===== config.mk =====
export PLATFORM = sky130hd
export DESIGN_NAME = exec_control
export DESIGN_NICKNAME = d
export VERILOG_FILES = /design/src/rtl/exec_control.sv
export SDC_FILE = /design/constraint.sdc
export NUM_CORES = 1
export LEC_CHECK = 0
export ABC_CLOCK_PERIOD_IN_PS = 3750
export BUFFER_PORTS_ARGS = -buffer_cell sky130_fd_sc_hd__buf_2
export CAP_MARGIN = 40
export CORE_MARGIN = 4
export CORE_UTILIZATION = 52
export CTS_CLUSTER_SIZE = 40
export DETAILED_ROUTE_END_ITERATION = 6
export PLACE_DENSITY = 0.89
export SLEW_MARGIN = 20
export SYNTH_ARGS = -nofsm -noshare
export SYNTH_HDL_FRONTEND = slang
export SYNTH_SLANG_ARGS = --single-unit

===== constraint.sdc =====
create_clock -name clk -period 3.75 [get_ports clk]
set_input_delay 0 -clock clk [delete_from_list [all_inputs] [get_ports clk]]
set_output_delay 0 -clock clk [all_outputs]
set_load 0.01 [all_outputs]

===== src/rtl/exec_control.sv =====
// Execute-stage control unit sitting directly behind cpu_core.
//
// Decodes the fetched instruction word against the one-hot micro-step vector. It holds a
// 4 x 8-bit register file, the Z/C flags and a 9-bit ALU result latch (tmp). It also drives
// instruction-completion, branch and halt signalling back to the core.
//
// Ports:
//   clk            - system clock, rising edge
//   reset          - synchronous, active-low; clears register file, flags, tmp, illegal
//   ir             - instruction: [31:24] opcode, [23:16] op1, [15:8] op2, [7:0] op3
//   clks           - one-hot micro-step (bit n = Tn)
//   state          - core state; writes only happen when state == STATE_EXEC
//   end_inst       - instruction completes at the current step
//   jmp_inst       - current instruction is a branch
//   hlt_inst       - halt request
//   jmp_address    - branch target, always op1
//   inst_condition - branch/step condition true
//   regs           - {R3,R2,R1,R0} for observation
//   flags          - {C,Z}
//   illegal        - sticky, set when an undefined opcode executes

module exec_control #(
    parameter logic [1:0]  STATE_EXEC = 2'd2,
    parameter int unsigned STEP_W     = 16
) (
    input  logic              clk,
    input  logic              reset,
    input  logic [31:0]       ir,
    input  logic [STEP_W-1:0] clks,
    input  logic [1:0]        state,
    output logic              end_inst,
    output logic              jmp_inst,
    output logic              hlt_inst,
    output logic [7:0]        jmp_address,
    output logic              inst_condition,
    output logic [31:0]       regs,
    output logic [1:0]        flags,
    output logic              illegal
);

    localparam logic [7:0] OpNop = 8'h00;
    localparam logic [7:0] OpLdi = 8'h01;
    localparam logic [7:0] OpMov = 8'h02;
    localparam logic [7:0] OpAdd = 8'h03;
    localparam logic [7:0] OpSub = 8'h04;
    localparam logic [7:0] OpAnd = 8'h05;
    localparam logic [7:0] OpOr  = 8'h06;
    localparam logic [7:0] OpCmp = 8'h07;
    localparam logic [7:0] OpJmp = 8'h08;
    localparam logic [7:0] OpJz  = 8'h09;
    localparam logic [7:0] OpJc  = 8'h0A;
    localparam logic [7:0] OpJnz = 8'h0B;
    localparam logic [7:0] OpHlt = 8'hFF;

    logic [7:0] opcode;
    logic [7:0] op1;
    logic [7:0] op2;
    logic [1:0] op1_idx;
    logic [1:0] op2_idx;
    logic [1:0] op3_idx;

    assign opcode  = ir[31:24];
    assign op1     = ir[23:16];
    assign op2     = ir[15:8];
    assign op1_idx = ir[17:16];
    assign op2_idx = ir[9:8];
    assign op3_idx = ir[1:0];

    // Only the low two bits of op2/op3 select registers.
    logic unused_ir;
    assign unused_ir = ^{ir[15:10], ir[7:2]};

    logic [7:0] rf_q [4];
    logic [8:0] tmp_q;
    logic       z_q;
    logic       c_q;
    logic       illegal_q;

    logic exec;
    logic t0;
    logic t1;

    assign exec = (state == STATE_EXEC);
    // Exact compares reject zero and multi-hot step vectors.
    assign t0   = exec && (clks == STEP_W'(1));
    assign t1   = exec && (clks == STEP_W'(2));

    logic is_alu;
    logic is_logic_op;
    logic is_known;

    assign is_alu      = (opcode >= OpAdd) && (opcode <= OpCmp);
    assign is_logic_op = (opcode == OpAnd) || (opcode == OpOr);
    assign is_known    = (opcode <= OpJnz) || (opcode == OpHlt);

    logic [7:0] alu_a;
    logic [7:0] alu_b;
    logic [8:0] alu_res;

    assign alu_a = rf_q[op2_idx];
    assign alu_b = rf_q[op3_idx];

    always_comb begin
        alu_res = 9'd0;
        case (opcode)
            OpAdd:        alu_res = {1'b0, alu_a} + {1'b0, alu_b};
            OpSub, OpCmp: alu_res = {1'b0, alu_a} - {1'b0, alu_b};
            OpAnd:        alu_res = {1'b0, alu_a & alu_b};
            OpOr:         alu_res = {1'b0, alu_a | alu_b};
            default:      alu_res = 9'd0;
        endcase
    end

    always_ff @(posedge clk) begin
        if (!reset) begin
            for (int i = 0; i < 4; i++) begin
                rf_q[i] <= 8'd0;
            end
            tmp_q     <= 9'd0;
            z_q       <= 1'b0;
            c_q       <= 1'b0;
            illegal_q <= 1'b0;
        end else begin
            if (t0) begin
                case (opcode)
                    OpLdi: rf_q[op1_idx] <= op2;
                    OpMov: rf_q[op1_idx] <= rf_q[op2_idx];
                    OpAdd, OpSub, OpAnd, OpOr, OpCmp: tmp_q <= alu_res;
                    default: begin
                        if (!is_known) begin
                            illegal_q <= 1'b1;
                        end
                    end
                endcase
            end
            // Commit the result latched at T0; CMP only touches the flags.
            if (t1 && is_alu) begin
                if (opcode != OpCmp) begin
                    rf_q[op1_idx] <= tmp_q[7:0];
                end
                z_q <= (tmp_q[7:0] == 8'd0);
                c_q <= is_logic_op ? 1'b0 : tmp_q[8];
            end
        end
    end

    always_comb begin
        end_inst       = 1'b0;
        jmp_inst       = 1'b0;
        hlt_inst       = 1'b0;
        inst_condition = 1'b0;
        if (exec) begin
            inst_condition = 1'b1;
            case (opcode)
                OpJmp: begin
                    jmp_inst = 1'b1;
                    end_inst = t0;
                end
                OpJz: begin
                    jmp_inst       = 1'b1;
                    end_inst       = t0;
                    inst_condition = z_q;
                end
                OpJc: begin
                    jmp_inst       = 1'b1;
                    end_inst       = t0;
                    inst_condition = c_q;
                end
                OpJnz: begin
                    jmp_inst       = 1'b1;
                    end_inst       = t0;
                    inst_condition = ~z_q;
                end
                OpHlt: hlt_inst = 1'b1;
                OpAdd, OpSub, OpAnd, OpOr, OpCmp: end_inst = t1;
                // NOP, LDI, MOV and undefined opcodes all finish at T0.
                default: end_inst = t0;
            endcase
        end
    end

    assign jmp_address = op1;
    assign regs        = {rf_q[3], rf_q[2], rf_q[1], rf_q[0]};
    assign flags       = {c_q, z_q};
    assign illegal     = illegal_q;

    logic unused_nop;
    assign unused_nop = ^{OpNop};

endmodule

==> results.cfg, run 1 <==
[outcome]
status = finished clean

[clock_tree]
clockRootBuffer = clkbuf_8
cts_buffer_depth = 2
numClockSinks = 44
htree_levels = 2
cts_buffers = 5
cts_resized = 0
path_clk_slew_ns = 0.09
post_cts_buffers = 0
cts_tree = built
hold_buffers = 0
clock_latency_ns = 0.31

[floorplan]
fp.dieH_um = 87.7
num_rows = 28
core_area_sq_mm = 0.00603
die_area_sq_mm = 0.00768
ioPinCount = 99
die_x_um = 87.7
start_util = 0.548

[power]
intPower_mw = 0.885
netSwitchingFraction = 0.302
leakage_nw = 1.57
power_mw = 1.27
p_sw_mw = 0.383
p_per_area_mw_per_mm2 = 333
p_seq_frac = 0.438
p_clk_frac = 0.301
comb_power_share = 0.261
peakVddDrop_mv = 0.332

[global_route]
grt_pass1_wl_um = 14200
grt_pass1_vias = 2904
track_usage = 0.238
grt_antenna_before_repair = 0
grt_max_degree = 16
grt_overflow_total = 0

[placed_design]
place_congestion = 0.888
dp.cells = 465
portBuffers = 80
dp_hpwl_um = 7020
post_dp_cell_area_sq_mm = 0.00368

[synthesis]
synthTopCellsByArea = edfxtp_1 (29%), mux4_2 (7.5%), dfxtp_1 (7.3%)
ys_top_cells_by_count = nor2_1 (37), edfxtp_1 (32), nand2_1 (26), a21oi_1 (19), o21ai_0 (18)
netlist_instances = 331
synth_cell_types = 55
synth-seq-cells = 44
synth_seq_area_share = 0.364
synth_top_area_frac = 0.291
synth_edf_count = 32
synth_area_per_cell_sq_um = 9.97
synth_most_common_cell = nor2_1
syn_nets = 395
syn_area_sq_mm = 0.00330
yosysWarningCount = 0
netlist.top_cell.by_area = edfxtp_1
ys.flop_type = edfxtp_1
async_flop_share = 0

[detailed_routing]
postRouteAntennaNets = 0
viasPerCell = 6.13
routed_wl_um = 8830
dr_total_vias = 2898
drt_iter0_markers = 217
wire_per_inst_um = 18.7
first_pass_iters = 4
drc = 0

[layout]
multi_input_area_sq_mm = 0.00190
design_area_sq_mm = 0.00380
nets = 461
n_fill_cell = 482
seq_area_sq_mm = 0.00120
fin_cells = 473
diodes = 0
drive_gt1_frac = 0.291
fin_util = 0.631
syn_to_final_growth_pct = 15.2

[sta]
setup_viol = 0
slew_headroom = 0.641
finClkSkew_ns = 0.0105
fmax_mhz = 294
finalCritPeriodShare = 0.906
fin_setup_tns_ns = 0
rsz0062_at_grt = no
drv_slew = 0
worst_pin_slew_ns = 0.537
final_hold_viol_count = 0
layout_min_cycle_time_ns = 3.40

[setup_path]
crit_path_start_kind = register
required_ns = 3.96
worstPathCellList = mux4_2 -> or3_1 -> or3_4 -> nand2_1 -> xor2_1 -> ha_1 -> nand3_1 -> a21oi_1 -> nor2_1 -> a21o_1 -> and4_1 -> a311o_1
critPathMaxFanout = 6
worst_path_max_delay_cell = mux4_2
critPathMaxStageDelay_ns = 0.53
critical_path_class = register to register
r2r_setup_slack_ns = 0.35
arrival_ns = 3.61
cp-end-kind = register

[hold_path]
hp-class = input port to primary output

[job]
max-cap-violations = 0
kinds of logic (layout without fill, tap and decap cells):
| family | Yosys count | in the layout | synth area share |
|---|---|---|---|
| AO/OA/AOI/OAI | 65 | 65 | 0.130 |
| XOR/XNOR | 9 | 9 | 0.0239 |
| adder cells (fa/ha/maj) | 12 | 12 | 0.0478 |
| buffers and inverters | 41 | 108 | 0.0614 |
| flip-flops | 44 | 44 | 0.364 |
| multiplexers | 27 | 27 | 0.154 |
| AND/OR/NAND/NOR | 133 | 133 | 0.219 |
stage by stage:
step	hold slack [ns]	setup WS [ns]
2_1_floorplan	0.0918	0.565
3_3_place_gp	0.0000686	0.481
3_5_place_dp	0.0000686	0.394
4_1_cts	0.0000686	0.355
5_1_grt	0.0000422	0.115
6_report	0.00000443	0.351
state kept, by name, summed over array words and instances, names as in the netlist:
register / cells
c_q: 1
illegal: 1
rf_q: 32
tmp_q: 9
z_q: 1
cells in the final DEF, fill, tap and decap left out, drive strengths merged, types with 11 or more instances in the layout:
master and count:
mux4 17, edfxtp 32, inv 16, ha 11
buf 85, o21ai 18, nor2 38, dfxtp 12
a21oi 19, nor2b 12, nand2 27, nand3 13
routing by layer:
layer	share of wire	up-vias	global-route usage
li1	-	1348	-
met1	0.39	1393	0.287
met2	0.51	131	0.421
met3	0.066	26	0.0489
met4	0.027	0	0.0865
met5	0	-	0
worst paths after layout:
| check | from | end | depth (start not counted) |
|---|---|---|---|
| min | ir[19] | jmp_address[3] | 0 |
| min reg2reg | tmp_q[6] | tmp_q[6] | 2 |
| max reg2reg | rf_q[1][1] | tmp_q[8] | 12 |
| max | rf_q[1][1] | tmp_q[8] | 12 |
critical path: cells and delay by family, from the launching register on:
family	cells	cell delay (ns)
AOI/OAI and AO/OA	3	0.62
xor gates and xnor gates	1	0.07
adders and majority gates	1	0.38
DFF	1	0.45
muxes	1	0.53
and+or+nand+nor	6	1.25
cell type report:
class / count / share of cell area
Tap cell: 75 / 0.0247
Timing Repair Buffer: 85 / 0.115
Sequential cell: 44 / 0.316
Clock buffer: 5 / 0.0181
Inverter: 15 / 0.0148
Multi-Input combinational cell: 246 / 0.499
Clock inverter: 3 / 0.0122
power groups by stage:
stage | Sequential [mW] | Combinational (mW) | Clock [mW]
3_3_place_gp | 0.561 | 0.312 | 0
4_1_cts | 0.553 | 0.327 | 0.383
2_1_floorplan | 0.569 | 0.229 | 0
3_5_place_dp | 0.564 | 0.322 | 0
6_report | 0.554 | 0.331 | 0.382
5_1_grt | 0.556 | 0.364 | 0.400
(Power assumes the default switching activity.)
==> run 2, diff against run 1 <==
Settings changed: BUFFER_PORTS_ARGS -buffer_cell sky130_fd_sc_hd__buf_2 to unset, CORE_UTILIZATION 52 to 55, DONT_BUFFER_PORTS set to 1, PLACE_DENSITY 0.89 to 0.79, SLEW_MARGIN 20 to unset.
==> results.cfg, run 2 (same netlist as run 1, synthesis figures left out) <==
[outcome]
status = finished clean

[sta]
layout_min_cycle_time_ns = 3.47
fin_setup_tns_ns = 0
slew_headroom = 0.583
finalCritPeriodShare = 0.926
setup_viol = 0
finClkSkew_ns = 0.00620
worst_pin_slew_ns = 0.617
fmax_mhz = 288
rsz0062_at_grt = no
final_hold_viol_count = 0
drv_slew = 0

[clock_tree]
hold_buffers = 3
numClockSinks = 44
clock_latency_ns = 0.30
post_cts_buffers = 0
cts_buffer_depth = 2
path_clk_slew_ns = 0.09
htree_levels = 2
cts_resized = 0
clockRootBuffer = clkbuf_8
cts_buffers = 5
cts_tree = built

[layout]
layout_common_cells = nor2_1 (37), edfxtp_1 (32), nand2_1 (26)
layout_commonest_cell = nor2_1
syn_to_final_growth_pct = 3.03
fin_util = 0.599
diodes = 0
nets = 384
n_fill_cell = 468
regMostFlops = rf_q
drive_gt1_frac = 0.109
multi_input_area_sq_mm = 0.00190
seq_area_sq_mm = 0.00120
largest_reg_flops = 32
reg.largest.list = rf_q: 32 flops, tmp_q: 9 flops

[setup_path]
critPathBufInv = 0
crit_family = simple AND/OR/NAND/NOR gates
critPathMaxFanout = 6
cp-end-kind = register
critPathMaxStageDelay_ns = 0.54
arrival_ns = 3.67
critical_path_class = register to register
required_ns = 3.95
worst_path_max_delay_cell = mux4_2
worstPathCellList = mux4_2 -> or3_1 -> or3_4 -> nand2_1 -> xor2_1 -> ha_1 -> nand3_1 -> a21oi_1 -> nor2_1 -> a21o_1 -> and4_1 -> a311o_1
crit_path_start_kind = register

[detailed_routing]
wire_per_inst_um = 20.2
dr_total_vias = 2577
postRouteAntennaNets = 0
routed_wl_um = 7940
drt_iter0_markers = 194
first_pass_iters = 4
drc = 0
viasPerCell = 6.56

[floorplan]
start_util = 0.581
fp.dieH_um = 85.5
die_area_sq_mm = 0.00730
ioPinCount = 99
die_x_um = 85.5
core_area_sq_mm = 0.00568
num_rows = 27

[placed_design]
portBuffers = 0
dp_hpwl_um = 6250
place_congestion = 0.866

[global_route]
grt_max_degree = 15
grt_pass1_wl_um = 13100
grt_antenna_before_repair = 0
track_usage = 0.227
grt_pass1_vias = 2646
grt_overflow_total = 0

[power]
power_mw = 1.13
peakVddDrop_mv = 0.295
leakage_nw = 1.25
p_per_area_mw_per_mm2 = 333

[job]
max-cap-violations = 0

[hold_path]
hp-class = input port to primary output
run 2: cell count changes in the layout (fill, tap and decap cells not counted), sizes merged:
| cell | previous run | this run |
|---|---|---|
| inv | 16 | 15 |
| clkbuf | 5 | 6 |
| buf | 85 | 5 |
| clkinv | 0 | 1 |
| dlygate4sd3 | 0 | 3 |
| bufinv | 1 | 0 |
run 2: area by class of cell:
class,count,share of cell area
Inverter,15,0.0166
Multi-Input combinational cell,246,0.558
Timing Repair Buffer,8,0.0199
Clock buffer,6,0.0213
Sequential cell,44,0.353
Tap cell,72,0.0265
Clock inverter,2,0.00478
run 2: path summary, 6_finish.rpt:
path	slack (ns)	to	cells past startpoint	from
worst max-delay path	0.28	tmp_q[8]	12	rf_q[3][1]
worst min-delay path	0.000004	jmp_address[5]	0	ir[21]
worst max register to register	0.28	tmp_q[8]	12	rf_q[3][1]
worst min register to register	0.48	tmp_q[6]	2	tmp_q[6]
run 2: layer usage:
layer  global-route usage  share of wire
met1                0.259           0.38
met2                0.388           0.52
met3               0.0874          0.088
met4               0.0777          0.012
met5                    0              0
run 2: power breakdown:
| group | switching (mW) | leakage (nW) | internal (mW) |
|---|---|---|---|
| Clock | 0.169 | 0.0414 | 0.133 |
| Combinational | 0.142 | 0.806 | 0.122 |
| Sequential | 0.0276 | 0.400 | 0.538 |
run 2: per-stage QoR:
| stage | area (sq um) | hold WS [ns] | instances | setup slack (ns) |
|---|---|---|---|---|
| global route | 3400 | 0.0000153 | 393 | 0.157 |
| finish | 3400 | 0.00000446 | 393 | 0.276 |
| global placement | 3280 | 0.000119 | 382 | 0.414 |
| floorplan | 3300 | 0.0918 | 331 | 0.565 |
| detailed placement | 3280 | 0.000119 | 382 | 0.369 |
| CTS | 3400 | 0.000119 | 393 | 0.305 |
==> run 3, diff against run 2 <==
Settings changed: GPL_TIMING_DRIVEN set to 0.
==> results.cfg, run 3 (same netlist as run 1, synthesis figures left out) <==
[sta]
finClkSkew_ns = 0.00407
drv_slew = 0
rsz0062_at_grt = no
worst_pin_slew_ns = 0.708
fin_setup_tns_ns = 0
layout_min_cycle_time_ns = 3.43
final_hold_viol_count = 0
slew_headroom = 0.528
fmax_mhz = 292
finalCritPeriodShare = 0.915
setup_viol = 0

[clock_tree]
clockRootBuffer = clkbuf_8
hold_buffers = 1
cts_buffer_depth = 2
clock_latency_ns = 0.30
htree_levels = 2
cts_buffers = 5
cts_resized = 0
post_cts_buffers = 0
numClockSinks = 44
cts_tree = built
path_clk_slew_ns = 0.09

[power]
netSwitchingFraction = 0.310
p_clk_frac = 0.266
p_sw_mw = 0.358
power_mw = 1.16
p_per_area_mw_per_mm2 = 329
peakVddDrop_mv = 0.305
p_seq_frac = 0.491
intPower_mw = 0.798
comb_power_share = 0.243
leakage_nw = 1.31

[floorplan]
core_area_sq_mm = 0.00568
die_area_sq_mm = 0.00730
num_rows = 27
ioPinCount = 99
start_util = 0.581
die_x_um = 85.5
fp.dieH_um = 85.5

[hold_path]
hp-class = input port to register

[layout]
drive_gt1_frac = 0.140
regMostFlops = rf_q
nets = 407
diodes = 0
largest_reg_flops = 32
fin_cells = 416
n_fill_cell = 484
reg.largest.list = rf_q: 32 flops, tmp_q: 9 flops
fin_util = 0.618
syn_to_final_growth_pct = 6.33
layout_commonest_cell = nor2_1
layout_common_cells = nor2_1 (37), edfxtp_1 (32), nand2_1 (26)

[placed_design]
dp.cells = 407
place_congestion = 0.867
dp_hpwl_um = 6560
portBuffers = 0

[outcome]
status = finished clean

[setup_path]
required_ns = 3.95
critPathMaxFanout = 6
cp-end-kind = register
critical_path_class = register to register
crit_path_start_kind = register
arrival_ns = 3.63

[detailed_routing]
first_pass_iters = 6
drc = 0
postRouteAntennaNets = 0
wire_per_inst_um = 19.3
viasPerCell = 6.43
routed_wl_um = 8020
dr_total_vias = 2673
drt_iter0_markers = 196

[job]
max-cap-violations = 0

[global_route]
grt_max_degree = 15
grt_pass1_wl_um = 12900
grt_pass1_vias = 2597
grt_antenna_before_repair = 0
grt_overflow_total = 0
track_usage = 0.221
## run 3: cell types whose count changed in the layout (fill, tap and decap cells not counted)
| cell | change |
|---|---|
| buf_4 | +5 |
| dlygate4sd3_1 | -2 |
| buf_6 | +1 |
| buf_1 | +3 |
| buf_2 | +7 |
| clkbuf_1 | +9 |
## run 3: worst max-delay path, cell delays in order (launching register included)
cell and delay, ns:
edfxtp_1 0.47, mux4_2 0.54, or3_1 0.41, or3_4 0.39
nand2_1 0.09, xor2_1 0.08, ha_1 0.37, nand3_1 0.09
a21oi_1 0.19, nor2_1 0.07, a21o_1 0.17, and4_1 0.19
a311o_1 0.26
## run 3: area by class of cell
class	count	area (sq um)	share of cell area
Inverter	15	56.3	0.0160
Tap cell	72	90.1	0.0257
Timing Repair Buffer	5	30.0	0.00856
Sequential cell	44	1200	0.342
Clock buffer	6	72.6	0.0207
Buffer	26	146	0.0417
Multi-Input combinational cell	246	1900	0.540
Clock inverter	2	16.3	0.00464
## run 3: power groups by stage
stage | Combinational, mW | Clock, mW | Sequential [mW]
floorplan | 0.229 | 0 | 0.569
CTS | 0.278 | 0.311 | 0.567
global placement | 0.266 | 0 | 0.576
global route | 0.314 | 0.333 | 0.570
detailed placement | 0.275 | 0 | 0.578
finish | 0.281 | 0.307 | 0.567
## run 3: per-layer routing
metal,GRT usage,vias to the layer above,share of wire
met5,0,-,0
met4,0.0662,0,0.017
met3,0.0680,14,0.096
met2,0.390,122,0.52
met1,0.257,1285,0.37
li1,-,1252,-
## run 3: worst paths after layout
path,slack [ns],depth (start not counted),to,from
worst max-delay path,0.32,12,tmp_q[8],rf_q[3][1]
worst min-delay path,0.06,2,rf_q[3][7],ir[15]
worst max register to register,0.32,12,tmp_q[8],rf_q[3][1]
worst min register to register,0.49,2,tmp_q[6],tmp_q[6]
## run 3: through the flow
stage                     area (sq um)  worst slack [ns]  hold slack, ns
after floorplan                   3300             0.565          0.0918
after global placement            3390             0.343          0.0947
after detailed placement          3410             0.347          0.0940
after CTS                         3510             0.315          0.0702
after global routing              3510            0.0523          0.0916
final                             3510             0.320          0.0632
